--- src/rtl/uart_pkg.sv ---
// uart_pkg: shared types and constants for the UART peripheral.
// Holds the receive FSM state type, the parity/stop-bit encodings used by
// the status register fields, both data-length types (legacy 2-bit enum and
// the widened 4-bit length), and a 3-input majority helper.
package uart_pkg;

    localparam int unsigned UART_MAX_DATA_BITS = 9;

    typedef enum logic {
        UART_PARITY_EVEN = 1'b0,
        UART_PARITY_ODD  = 1'b1
    } uart_parity_mode_t;

    typedef enum logic {
        UART_STOP1 = 1'b0,
        UART_STOP2 = 1'b1
    } uart_stop_bits_t;

    // Legacy fixed receive path length encoding (5..8 bits).
    typedef enum logic [1:0] {
        UART_DATA_BITS_5 = 2'd0,
        UART_DATA_BITS_6 = 2'd1,
        UART_DATA_BITS_7 = 2'd2,
        UART_DATA_BITS_8 = 2'd3
    } uart_data_bits_t;

    // Widened length, holds the bit count directly (5..9).
    typedef logic [3:0] uart_data_length_t;

    typedef enum logic [2:0] {
        RX_IDLE       = 3'd0,
        RX_START      = 3'd1,
        RX_DATA       = 3'd2,
        RX_PARITY     = 3'd3,
        RX_STOP       = 3'd4,
        RX_BREAK_WAIT = 3'd5
    } uart_rx_state_t;

    function automatic logic maj3(input logic [2:0] s);
        return (s[0] & s[1]) | (s[0] & s[2]) | (s[1] & s[2]);
    endfunction

endpackage

--- src/rtl/uart_baud_tick.sv ---
// uart_baud_tick: oversample tick generator.
// Ports:
//   clk_i, rst_n_i   clock, synchronous active-low reset
//   enable_i         counter runs while high, held cleared while low
//   clock_divider_i  tick_o pulses every clock_divider_i+1 enabled cycles
//   tick_o           single-cycle tick
module uart_baud_tick #(
    parameter int unsigned DIVIDER_WIDTH = 15
) (
    input  logic                     clk_i,
    input  logic                     rst_n_i,
    input  logic                     enable_i,
    input  logic [DIVIDER_WIDTH-1:0] clock_divider_i,
    output logic                     tick_o
);

    logic [DIVIDER_WIDTH-1:0] count;

    assign tick_o = enable_i && (count == clock_divider_i);

    always_ff @(posedge clk_i) begin
        if (!rst_n_i || !enable_i) begin
            count <= '0;
        end else if (count == clock_divider_i) begin
            count <= '0;
        end else begin
            count <= count + 1'b1;
        end
    end

endmodule

--- src/rtl/uart_rx_engine.sv ---
// uart_rx_engine: oversampling UART receiver with majority voting, parity,
// framing-error and break detection, and a valid/ready output stage.
// Ports:
//   clk_i, rst_n_i      clock, synchronous active-low reset
//   enable_i            receiver enable; low aborts any frame in progress
//   rx_i                asynchronous serial line, idle high
//   clock_divider_i     oversample tick every clock_divider_i+1 cycles
//   data_bits_i         data length 5..MAX_DATA_BITS (clamped)
//   parity_enable_i, parity_mode_i, stop_bits_i   frame format
//   data_o              received word, zero-extended
//   valid_o / ready_i   output handshake; parity_error_o, frame_error_o qualified by valid_o
//   overrun_o           pulse: word replaced before it was accepted
//   break_o             pulse: break detected
//   busy_o              frame in progress
module uart_rx_engine
    import uart_pkg::*;
#(
    parameter int unsigned OVERSAMPLE    = 16,
    parameter int unsigned DIVIDER_WIDTH = 15,
    parameter int unsigned MAX_DATA_BITS = UART_MAX_DATA_BITS
) (
    input  logic                     clk_i,
    input  logic                     rst_n_i,
    input  logic                     enable_i,
    input  logic                     rx_i,
    input  logic [DIVIDER_WIDTH-1:0] clock_divider_i,
    input  logic [3:0]               data_bits_i,
    input  logic                     parity_enable_i,
    input  logic                     parity_mode_i,
    input  logic                     stop_bits_i,
    output logic [MAX_DATA_BITS-1:0] data_o,
    output logic                     valid_o,
    input  logic                     ready_i,
    output logic                     parity_error_o,
    output logic                     frame_error_o,
    output logic                     overrun_o,
    output logic                     break_o,
    output logic                     busy_o
);

    localparam int unsigned TW = $clog2(OVERSAMPLE);
    localparam logic [TW-1:0] TICK_LAST = TW'(OVERSAMPLE - 1);
    localparam logic [TW-1:0] SAMP_0    = TW'(OVERSAMPLE / 2 - 1);
    localparam logic [TW-1:0] SAMP_1    = TW'(OVERSAMPLE / 2);
    localparam logic [TW-1:0] SAMP_2    = TW'(OVERSAMPLE / 2 + 1);

    logic                     rx_meta, rx_sync;
    logic                     armed;
    uart_rx_state_t           state;
    logic                     tick, bit_end, bit_val;
    logic [TW-1:0]            tick_cnt;
    logic [2:0]               samples;
    logic [3:0]               bit_cnt;
    logic                     stop_cnt;
    uart_data_length_t        data_bits_q, len_clamped;
    logic                     par_en_q;
    uart_parity_mode_t        par_mode_q;
    uart_stop_bits_t          stop_q;
    logic [MAX_DATA_BITS-1:0] shift_q;
    logic                     parity_bit_q, first_stop_q, stop_err_q;
    logic                     last_stop, first_stop_now, frame_err_now, is_break, par_err;

    uart_baud_tick #(
        .DIVIDER_WIDTH(DIVIDER_WIDTH)
    ) u_baud_tick (
        .clk_i          (clk_i),
        .rst_n_i        (rst_n_i),
        .enable_i       (state != RX_IDLE),
        .clock_divider_i(clock_divider_i),
        .tick_o         (tick)
    );

    assign busy_o  = (state != RX_IDLE);
    assign bit_end = tick && (tick_cnt == TICK_LAST);
    assign bit_val = maj3(samples);

    always_comb begin
        len_clamped = data_bits_i;
        if (data_bits_i < 4'd5) begin
            len_clamped = 4'd5;
        end else if (data_bits_i > 4'(MAX_DATA_BITS)) begin
            len_clamped = 4'(MAX_DATA_BITS);
        end
    end

    assign last_stop      = (stop_q == UART_STOP1) || stop_cnt;
    assign first_stop_now = stop_cnt ? first_stop_q : bit_val;
    assign frame_err_now  = stop_err_q | ~bit_val;
    assign is_break       = (shift_q == '0) && (!par_en_q || !parity_bit_q) && !first_stop_now;
    assign par_err        = par_en_q && ((^shift_q ^ parity_bit_q) != (par_mode_q == UART_PARITY_ODD));

    // Start detection uses 'armed' (line seen high since the last bit boundary
    // of the previous frame) instead of a one-cycle edge strobe, so a start
    // bit that falls in the same cycle the last stop bit completes is not lost.
    always_ff @(posedge clk_i) begin
        if (!rst_n_i) begin
            rx_meta        <= 1'b1;
            rx_sync        <= 1'b1;
            armed          <= 1'b0;
            state          <= RX_IDLE;
            tick_cnt       <= '0;
            samples        <= '0;
            bit_cnt        <= '0;
            stop_cnt       <= 1'b0;
            data_bits_q    <= 4'd8;
            par_en_q       <= 1'b0;
            par_mode_q     <= UART_PARITY_EVEN;
            stop_q         <= UART_STOP1;
            shift_q        <= '0;
            parity_bit_q   <= 1'b0;
            first_stop_q   <= 1'b0;
            stop_err_q     <= 1'b0;
            data_o         <= '0;
            valid_o        <= 1'b0;
            parity_error_o <= 1'b0;
            frame_error_o  <= 1'b0;
            overrun_o      <= 1'b0;
            break_o        <= 1'b0;
        end else begin
            rx_meta   <= rx_i;
            rx_sync   <= rx_meta;
            overrun_o <= 1'b0;
            break_o   <= 1'b0;
            if (rx_sync) armed <= 1'b1;
            if (valid_o && ready_i) valid_o <= 1'b0;

            if (tick) begin
                if (tick_cnt == SAMP_0) samples[0] <= rx_sync;
                if (tick_cnt == SAMP_1) samples[1] <= rx_sync;
                if (tick_cnt == SAMP_2) samples[2] <= rx_sync;
                tick_cnt <= bit_end ? '0 : tick_cnt + 1'b1;
            end

            if (state != RX_IDLE && !enable_i) begin
                state    <= RX_IDLE;
                tick_cnt <= '0;
                armed    <= rx_sync;
            end else begin
                unique case (state)
                    RX_IDLE: begin
                        tick_cnt <= '0;
                        if (enable_i && armed && !rx_sync) begin
                            state        <= RX_START;
                            armed        <= 1'b0;
                            data_bits_q  <= len_clamped;
                            par_en_q     <= parity_enable_i;
                            par_mode_q   <= uart_parity_mode_t'(parity_mode_i);
                            stop_q       <= uart_stop_bits_t'(stop_bits_i);
                            shift_q      <= '0;
                            bit_cnt      <= '0;
                            stop_cnt     <= 1'b0;
                            parity_bit_q <= 1'b0;
                            first_stop_q <= 1'b0;
                            stop_err_q   <= 1'b0;
                        end
                    end
                    RX_START: begin
                        if (bit_end) begin
                            armed <= rx_sync;
                            state <= bit_val ? RX_IDLE : RX_DATA;
                        end
                    end
                    RX_DATA: begin
                        if (bit_end) begin
                            armed            <= rx_sync;
                            shift_q[bit_cnt] <= bit_val;
                            bit_cnt          <= bit_cnt + 4'd1;
                            if (bit_cnt == data_bits_q - 4'd1) begin
                                state <= par_en_q ? RX_PARITY : RX_STOP;
                            end
                        end
                    end
                    RX_PARITY: begin
                        if (bit_end) begin
                            armed        <= rx_sync;
                            parity_bit_q <= bit_val;
                            state        <= RX_STOP;
                        end
                    end
                    RX_STOP: begin
                        if (bit_end) begin
                            stop_err_q <= frame_err_now;
                            if (!last_stop) begin
                                armed        <= rx_sync;
                                first_stop_q <= bit_val;
                                stop_cnt     <= 1'b1;
                            end else if (is_break) begin
                                break_o <= 1'b1;
                                state   <= RX_BREAK_WAIT;
                            end else begin
                                data_o         <= shift_q;
                                parity_error_o <= par_err;
                                frame_error_o  <= frame_err_now;
                                valid_o        <= 1'b1;
                                overrun_o      <= valid_o && !ready_i;
                                state          <= RX_IDLE;
                            end
                        end
                    end
                    RX_BREAK_WAIT: begin
                        // Needs a full bit time of continuous high line.
                        if (!rx_sync) begin
                            tick_cnt <= '0;
                        end else if (bit_end) begin
                            state <= RX_IDLE;
                        end
                    end
                    default: state <= RX_IDLE;
                endcase
            end
        end
    end

endmodule

--- config.mk ---
export PLATFORM = sky130hd
export DESIGN_NAME = uart_rx_engine
export DESIGN_NICKNAME = d
export VERILOG_FILES = /design/src/rtl/uart_pkg.sv /design/src/rtl/uart_baud_tick.sv /design/src/rtl/uart_rx_engine.sv
export SDC_FILE = /design/constraint.sdc
export NUM_CORES = 1
export LEC_CHECK = 0
export ABC_CLOCK_PERIOD_IN_PS = 4700
export CAP_MARGIN = 20
export CORE_ASPECT_RATIO = 0.8
export CORE_MARGIN = 2
export CORE_UTILIZATION = 47
export CTS_BUF_LIST = sky130_fd_sc_hd__clkbuf_4
export DETAILED_ROUTE_END_ITERATION = 16
export PLACE_DENSITY = 0.69
export SYNTH_ARGS = -nofsm -noshare
export SYNTH_HDL_FRONTEND = slang
export SYNTH_SLANG_ARGS = --single-unit
--- constraint.sdc ---
create_clock -name clk_i -period 4.7 [get_ports clk_i]
set_input_delay 0.705 -clock clk_i [delete_from_list [all_inputs] [get_ports clk_i]]
set_output_delay 0.705 -clock clk_i [all_outputs]
set_load 0.005 [all_outputs]
==> flow_summary.toml, run 1 <==
[routing]
dr.max_layer_used = "met4"
vias_per_cell = 5.39
wl_met1_um = 3910
drt-total-wl_um = 7590
wire_per_inst_um = 14.3
drc = 0
ant_nets = 0
first_pass_iters = 5
num_vias = 2861
drt_iter0_drc = 221
wl_met2_um = 3130
met3WireLength_um = 472

[clock_tree]
clk_pin_slew_worst_paths_ns = 0.12
root_buffer = "clkbuf_4"
clkSinkCount = 66
cts_tree = "yes"
cts_buffer_depth = 2
cts_buffers = 9
postCtsResizedCells = 0
htreeDepth = 3
cts_hold_buf = 0
clk_latency_ns = 0.43
post_cts_buffers = 0

[finish]
most-common-layout-cells = "dfxtp_1 (66), nand2_1 (52), nor2_1 (44)"
layout-area-overhead-vs-synth_pct = 19.1
fin_cells = 531
layout_commonest_cell = "dfxtp_1"
utilization_pct = 58.6
drive_gt1_share_pct = 6.76
fin_nets = 479
antenna_cells = 0

[yosys]
synth_nets = 441
synth_top_family_by_area = "simple AND/OR/NAND/NOR gates"
synth-main-ff-cell = "dfxtp_1"
synth_area_um2 = 3440
yosys.cell_types.count = 50
synth_fa_ha_area_share_pct = 5.02
synth_mux_area_share_pct = 1.75
yosys.area_share.simple_pct = 25.1
yosys_register_bits = 66
async_reset_ff_share_pct = 0
synth-compound-area-share_pct = 13.6
synth_warnings = 0
synth_enable_flop_cells = 0
yosysSeqAreaShare_pct = 38.4
postSynthCellCount = 401
syn_area_per_cell_um2 = 8.57
synth_xor_area_share_pct = 11.7

[pwr]
switching_share_pct = 27.0
power_mw = 1.26
p_per_area_nw_per_um2 = 307
power.share.sequential_pct = 47.4
p_leak_nw = 1.44
p_sw_uw = 339
power_frac_comb_pct = 12.9
vdd_drop_max_v = 0.000165
p_clk_share_pct = 39.7
internal_power_uw = 918

[die]
start_util_pct = 49.2
rows = 27
dieArea_um2 = 8020
core_um2 = 6990
fp.dieH_um = 80.5
die_w_um = 99.6
io_pins = 42

[critical_path]
reg2reg_depth = 6
rrSetupSlack_ns = 1.89
critPathRequiredTime_ns = 5.06
worstReg2RegEnd = "parity_error_o$_SDFFE_PN0P_"
cp-endpoint = "parity_error_o$_SDFFE_PN0P_"
startpoint = "clock_divider_i[1]"
worstSetupStartpointType = "input pin"
cp.arrival_ns = 3.52
critical_path_class = "input pin to register"
regToRegStartpoint = "u_baud_tick.count[3]$_SDFF_PP0_"
endpoint_kind = "register"
cp_max_fo = 14

[timing]
fin_skew_ns = 0.0107
worstMarginPinSlew_ns = 1.01
timing.slew.headroom_pct = 32.7
hold_viol_final = 0
period_share_pct = 67.1
rsz0062_at_grt = "false"
drv_slew = 0
max_freq_mhz = 317
tns_ns = 0
final.min_clock_period_ns = 3.15
setup_slack_ns = 1.55
setup_viol = 0

[placed_design]
dp_cells = 515
dpl_worst_slack_ns = 1.14
dp_hpwl_um = 5610
io_buffers = 41
place.gp.congestion = 0.894

[global_route]
grt_antenna_before_repair = 0
track_usage_pct = 20.2
grt_pass1_vias = 2609
grt_max_degree = 23
grt-ovfl-total = 0
grt_pass1_wl_um = 12800

[min_path]
hold_class = "register to register"

[run]
maxCapViolCount = 0

[status]
status = "completed"
## synth_stat cells (2+ instances only)
master / n / area (um2)
a21boi_0: 13 / 97.6
a21boi_1: 2 / 15.0
a21oi_1: 5 / 25.0
a311oi_1: 9 / 78.8
a31o_1: 4 / 35.0
a41o_1: 4 / 40.0
and2_1: 2 / 12.5
and3_1: 4 / 25.0
buf_2: 4 / 20.0
clkbuf_1: 10 / 37.5
dfxtp_1: 66 / 1320
ha_1: 13 / 163
inv_1: 22 / 82.6
mux2i_1: 6 / 60.1
nand2_1: 52 / 195
nand2b_1: 6 / 37.5
nand3_1: 19 / 95.1
nand3b_1: 3 / 22.5
nand4_1: 6 / 37.5
nand4b_1: 2 / 17.5
nor2_1: 44 / 165
nor2b_1: 4 / 25.0
nor3_1: 8 / 40.0
nor3b_1: 4 / 30.0
nor4_1: 6 / 37.5
nor4_2: 5 / 62.6
o21ai_0: 11 / 55.1
xnor2_1: 20 / 175
xor2_1: 26 / 228
## through the flow
stage                     area [um2]  hold WS (ns)
final                           4100         0.429
after detailed placement        3900         0.398
after floorplan                 3440         0.386
after CTS                       4100         0.429
after global routing            4100         0.433
after global placement          3900         0.395
## worst min path at each step
stage                         end  cells after the start               start  slack, ns
6_report       rx_sync$_SDFF_PN1_                      1  rx_meta$_SDFF_PN1_       0.43
5_1_grt        rx_sync$_SDFF_PN1_                      1  rx_meta$_SDFF_PN1_       0.43
4_1_cts        rx_sync$_SDFF_PN1_                      1  rx_meta$_SDFF_PN1_       0.43
3_5_place_dp   rx_sync$_SDFF_PN1_                      1  rx_meta$_SDFF_PN1_       0.40
3_3_place_gp   rx_sync$_SDFF_PN1_                      1  rx_meta$_SDFF_PN1_       0.39
2_1_floorplan  rx_sync$_SDFF_PN1_                      1  rx_meta$_SDFF_PN1_       0.39
## cell families after synthesis
kind of cell	Yosys count
AO/OA/AOI/OAI	60
AND/OR/NAND/NOR	171
adder cells (fa/ha/maj)	14
XOR/XNOR	46
flip-flops	66
multiplexers	6
buffers and inverters	38
## sequential cells by signal (all words and copies together) (netlist names)
signal             count
data_o                 9
armed                  1
rx_meta                1
first_stop_q           1
parity_bit_q           1
state                  3
samples                3
rx_sync                1
stop_err_q             1
par_mode_q             1
stop_cnt               1
bit_cnt                4
par_en_q               1
tick_cnt               4
parity_error_o         1
data_bits_q            4
shift_q                9
frame_error_o          1
u_baud_tick.count     15
valid_o                1
break_o                1
overrun_o              1
stop_q                 1
## power groups by stage
stage / Sequential, mW / Combinational, mW / Clock, mW
2_1_floorplan: 0.594 / 0.113 / 0
3_3_place_gp: 0.607 / 0.159 / 0
3_5_place_dp: 0.608 / 0.160 / 0
4_1_cts: 0.596 / 0.160 / 0.512
5_1_grt: 0.600 / 0.178 / 0.532
6_report: 0.596 / 0.162 / 0.499
## layer usage
layer / vias to the layer above / global-route usage [%]
li1: 1467 / -
met1: 1299 / 28.6
met2: 85 / 29.6
met3: 10 / 4.61
met4: 0 / 8.36
met5: - / 0
## worst max-delay path, cell delays in order
cell,delay (ns)
clkdlybuf4s50_1,0.44
xor2_1,0.19
nor4_1,0.33
nand4_2,0.48
nor4b_2,1.03
nand3_1,0.15
a21boi_0,0.19
## layout make-up
type,instances,area (um2)
clock buffers,9,67.6
clock inverters,7,125
fillers,626,2900
inverters,22,82.6
multi-input cells,297,1970
flip-flops and latches,66,1320
well taps,87,109
repair buffers,43,425
(Power assumes the default switching activity.)
==> run 2: changes to the inputs <==
--- a/config.mk
+++ b/config.mk
@@ -5,14 +5,14 @@
 export SDC_FILE = /design/constraint.sdc
 export NUM_CORES = 1
 export LEC_CHECK = 0
-export ABC_CLOCK_PERIOD_IN_PS = 4700
+export ABC_CLOCK_PERIOD_IN_PS = 2690
 export CAP_MARGIN = 20
 export CORE_ASPECT_RATIO = 0.8
 export CORE_MARGIN = 2
 export CORE_UTILIZATION = 47
 export CTS_BUF_LIST = sky130_fd_sc_hd__clkbuf_4
 export DETAILED_ROUTE_END_ITERATION = 16
-export PLACE_DENSITY = 0.69
+export PLACE_DENSITY = 0.72
 export SYNTH_ARGS = -nofsm -noshare
 export SYNTH_HDL_FRONTEND = slang
 export SYNTH_SLANG_ARGS = --single-unit
==> constraint.sdc (replaced) <==
create_clock -name clk_i -period 2.69 [get_ports clk_i]
set_input_delay 0.4035 -clock clk_i [delete_from_list [all_inputs] [get_ports clk_i]]
set_output_delay 0.4035 -clock clk_i [all_outputs]
set_load 0.005 [all_outputs]
==> flow_summary.toml, run 2 (same netlist as run 1, synthesis figures left out) <==
[status]
status = "completed"

[routing]
ant_nets = 0
drt-total-wl_um = 7590
num_vias = 2927
wire_per_inst_um = 14.1
first_pass_iters = 4
vias_per_cell = 5.42
drc = 0
drt_iter0_drc = 218

[min_path]
min-delay-start = "rx_meta$_SDFF_PN1_"
hold_class = "register to register"
holdPathStages = 1
holdPathEnd = "rx_sync$_SDFF_PN1_"

[global_route]
grt_pass1_vias = 2768
grt_pass1_wl_um = 12900
track_usage_pct = 20.3
grt-ovfl-total = 0
grt_max_degree = 16
grt_antenna_before_repair = 0

[timing]
max_freq_mhz = 413
drv_slew = 0
tns_ns = 0
period_share_pct = 90.0
final.min_clock_period_ns = 2.42
timing.slew.headroom_pct = 61.6
setup_viol = 0
worstMarginPinSlew_ns = 0.575
rsz0062_at_grt = "false"
fin_skew_ns = 0.0139
worst_hold_slack_ns = 0.429
hold_viol_final = 0

[run]
maxCapViolCount = 0

[pwr]
internal_power_mw = 1.40
power_frac_comb_pct = 14.8
p_sw_uw = 561
power_mw = 1.96
switching_share_pct = 28.6
power.share.sequential_pct = 53.1
p_clk_share_pct = 32.1
vdd_drop_max_v = 0.000360
p_leak_nw = 1.45
p_per_area_nw_per_um2 = 477

[finish]
layout_commonest_cell = "dfxtp_1"
top_register = "u_baud_tick.count"
antenna_cells = 0
largest_reg_flops = 15
final_area_um2 = 4120
utilization_pct = 58.9
reg_top3 = "u_baud_tick.count (15), data_o (9), shift_q (9)"
fillCellCount = 645
layout-area-overhead-vs-synth_pct = 19.8
seqCellArea_um2 = 1320
drive_gt1_share_pct = 8.39
multi_input_area_um2 = 1970
most-common-layout-cells = "dfxtp_1 (66), nand2_1 (52), nor2_1 (44)"
fin_nets = 489

[placed_design]
dp_hpwl_um = 5800
io_buffers = 41
postPlaceCellArea_um2 = 3990
place.gp.congestion = 0.933

[clock_tree]
htreeDepth = 3
clkSinkCount = 66
clk_latency_ns = 0.42
clk_pin_slew_worst_paths_ns = 0.11
post_cts_buffers = 0
cts_buffers = 9
cts_buffer_depth = 2
cts_tree = "yes"
cts_hold_buf = 0
root_buffer = "clkbuf_4"
postCtsResizedCells = 0

[die]
rows = 27
io_pins = 42
die_w_um = 99.6
dieArea_um2 = 8020
core_um2 = 6990
fp.dieH_um = 80.5
start_util_pct = 49.2

[critical_path]
cpPeakStageDelay_ns = 0.48
reg2reg_depth = 7
worstSetupStartpointType = "register"
critPathSlowestCell = "nor3_1"
worstReg2RegEnd = "break_o$_SDFF_PP0_"
critPathRequiredTime_ns = 2.29
rrSetupSlack_ns = 0.37
cp.arrival_ns = 2.02
cp_max_fo = 12
critical_path_class = "register to primary output"
path_cells = "nor3_1, inv_1, clkdlybuf4s50_1"
endpoint_kind = "primary output"
regToRegStartpoint = "u_baud_tick.count[3]$_SDFF_PP0_"
[run 2: power by group through the flow]
stage,logic (mW),registers [mW],clock network [mW]
global placement,0.285,1.06,0
floorplan,0.198,1.04,0
finish,0.291,1.04,0.629
global route,0.321,1.05,0.681
detailed placement,0.289,1.06,0
CTS,0.291,1.04,0.647
[run 2: worst max path at each step]
stage / startpoint / to / slack, ns / depth (start not counted)
2_1_floorplan: clock_divider_i[14] / shift_q[0]$_SDFFE_PN0P_ / 0.70 / 7
3_3_place_gp: clock_divider_i[13] / stop_err_q$_SDFFE_PN0P_ / 0.07 / 8
3_5_place_dp: clock_divider_i[13] / break_o$_SDFF_PP0_ / -0.07 / 8
4_1_cts: state[2]$_SDFFE_PP0P_ / busy_o / 0.28 / 3
5_1_grt: state[2]$_SDFFE_PP0P_ / busy_o / 0.14 / 3
6_report: state[2]$_SDFFE_PP0P_ / busy_o / 0.27 / 3
[run 2: layer usage]
metal  vias up  share of wire, %  track usage [%]
li1       1479                 -                -
met5         -                 0                0
met1      1366                50             28.2
met4         0              0.99             6.30
met3         7               6.1             5.40
met2        75                43             30.7
[run 2: area by class of cell]
class	count	share of cell area, %
repair buffers	53	12.5
clock buffers	9	1.64
clock inverters	6	1.43
well taps	87	2.64
inverters	22	2.01
multi-input cells	297	47.7
flip-flops and latches	66	32.1
[run 2: critical path, delay by kind of cell, from the launching register on]
family	cells	cell delay (ns)
buffers and inverters	2	0.65
flip-flops	1	0.45
AND/OR/NAND/NOR	1	0.48
[run 2: stage by stage]
stage | setup slack [ns] | std cells
2_1_floorplan | 0.698 | 401
3_3_place_gp | 0.0698 | 525
3_5_place_dp | -0.0691 | 525
4_1_cts | 0.276 | 540
5_1_grt | 0.140 | 540
6_report | 0.269 | 540
==> run 3: changes to the inputs <==
--- a/config.mk
+++ b/config.mk
@@ -12,7 +12,8 @@
 export CORE_UTILIZATION = 47
 export CTS_BUF_LIST = sky130_fd_sc_hd__clkbuf_4
 export DETAILED_ROUTE_END_ITERATION = 16
-export PLACE_DENSITY = 0.72
+export DONT_BUFFER_PORTS = 1
+export PLACE_DENSITY = 0.64
 export SYNTH_ARGS = -nofsm -noshare
 export SYNTH_HDL_FRONTEND = slang
 export SYNTH_SLANG_ARGS = --single-unit
==> flow_summary.toml, run 3 (same netlist as run 1, synthesis figures left out) <==
[status]
status = "completed"

[run]
maxCapViolCount = 0

[timing]
final.min_clock_period_ns = 2.33
fin_skew_ns = 0.0210
drv_slew = 0
tns_ns = 0
setup_viol = 0
rsz0062_at_grt = "false"
hold_viol_final = 0
max_freq_mhz = 429
period_share_pct = 86.6
setup_slack_ns = 0.361
timing.slew.headroom_pct = 61.2
worstMarginPinSlew_ns = 0.579

[die]
rows = 27
dieArea_um2 = 8020
core_um2 = 6990
io_pins = 42
start_util_pct = 49.2
die_w_um = 99.6
fp.dieH_um = 80.5

[finish]
largest_reg_flops = 15
top_register = "u_baud_tick.count"
antenna_cells = 0
fin_nets = 442
layout-area-overhead-vs-synth_pct = 6.99
drive_gt1_share_pct = 8.13
fillCellCount = 685
layout_commonest_cell = "dfxtp_1"
utilization_pct = 52.6
reg_top3 = "u_baud_tick.count (15), data_o (9), shift_q (9)"
most-common-layout-cells = "dfxtp_1 (66), nand2_1 (52), nor2_1 (44)"

[placed_design]
dp_hpwl_um = 5520
io_buffers = 0
dpl_worst_slack_ns = 0.357
place.gp.congestion = 0.861

[global_route]
grt_antenna_before_repair = 0
grt-ovfl-total = 0
track_usage_pct = 19.5
grt_max_degree = 37
grt_pass1_vias = 2500
grt_pass1_wl_um = 12300

[clock_tree]
post_cts_buffers = 0
clk_pin_slew_worst_paths_ns = 0.12
root_buffer = "clkbuf_4"
clk_latency_ns = 0.41
cts_buffers = 9
cts_buffer_depth = 2
htreeDepth = 3
cts_tree = "yes"
cts_hold_buf = 0
postCtsResizedCells = 0
clkSinkCount = 66

[routing]
first_pass_iters = 4
num_vias = 2733
drc = 0
wire_per_inst_um = 14.9
ant_nets = 0
drt_iter0_drc = 186
drt-total-wl_um = 7340
vias_per_cell = 5.54

[pwr]
p_per_area_nw_per_um2 = 544
p_leak_nw = 1.28
vdd_drop_max_v = 0.000234
power_mw = 2.00

[critical_path]
endpoint_kind = "register"
worstSetupStartpointType = "register"
critPathRequiredTime_ns = 2.99
cp_max_fo = 5
critical_path_class = "register to register"
cp.arrival_ns = 2.63

[min_path]
hold_class = "input pin to register"
[run 3: per-stage QoR]
step	instances	area [um2]	hold slack [ns]
after CTS	493	3680	0.0527
after global routing	493	3680	0.0475
after global placement	478	3520	0.390
after floorplan	401	3440	0.386
after detailed placement	478	3520	0.397
final	493	3680	0.0844
[run 3: per-layer routing]
metal / GRT usage [%] / vias to the layer above / part of all wire, %
li1: - / 1386 / -
met3: 7.75 / 6 / 8.2
met2: 26.3 / 79 / 39
met1: 28.7 / 1262 / 52
met4: 4.38 / 0 / 0.89
met5: 0 / - / 0
[run 3: area by class of cell]
type	count	area, um2	share of cell area, %
sequential	66	1320	35.9
multi-input combinational	297	1970	53.4
tap	87	109	2.96
clock inverter	5	80.1	2.18
clock buffer	10	75.1	2.04
timing repair buffer	6	45.0	1.22
inverter	22	82.6	2.24
[run 3: critical path: stages (launching register included)]
cell and delay, ns:
dfxtp_1 0.45, ha_1 0.24, nand3_1 0.17, nor4_1 0.24, nand4_1 0.25, a211oi_2 0.55, mux2i_1 0.27, nor2_1 0.05
[run 3: path summary, 6_finish.rpt]
path	start	to	slack [ns]	cells past startpoint
worst min register to register	rx_meta$_SDFF_PN1_	rx_sync$_SDFF_PN1_	0.42	1
worst max-delay path	tick_cnt[0]$_SDFF_PP0_	state[1]$_SDFFE_PP0P_	0.36	7
worst max register to register	tick_cnt[0]$_SDFF_PP0_	state[1]$_SDFFE_PP0P_	0.36	7
worst min-delay path	rst_n_i	rx_meta$_SDFF_PN1_	0.08	1
[run 3: power by group]
| part | internal (mW) | leakage [nW] | switching [mW] |
|---|---|---|---|
| clock | 0.381 | 0.0785 | 0.348 |
| combinational | 0.0909 | 0.671 | 0.139 |
| sequential | 1.00 | 0.533 | 0.0433 |
| total | 1.47 | 1.28 | 0.530 |
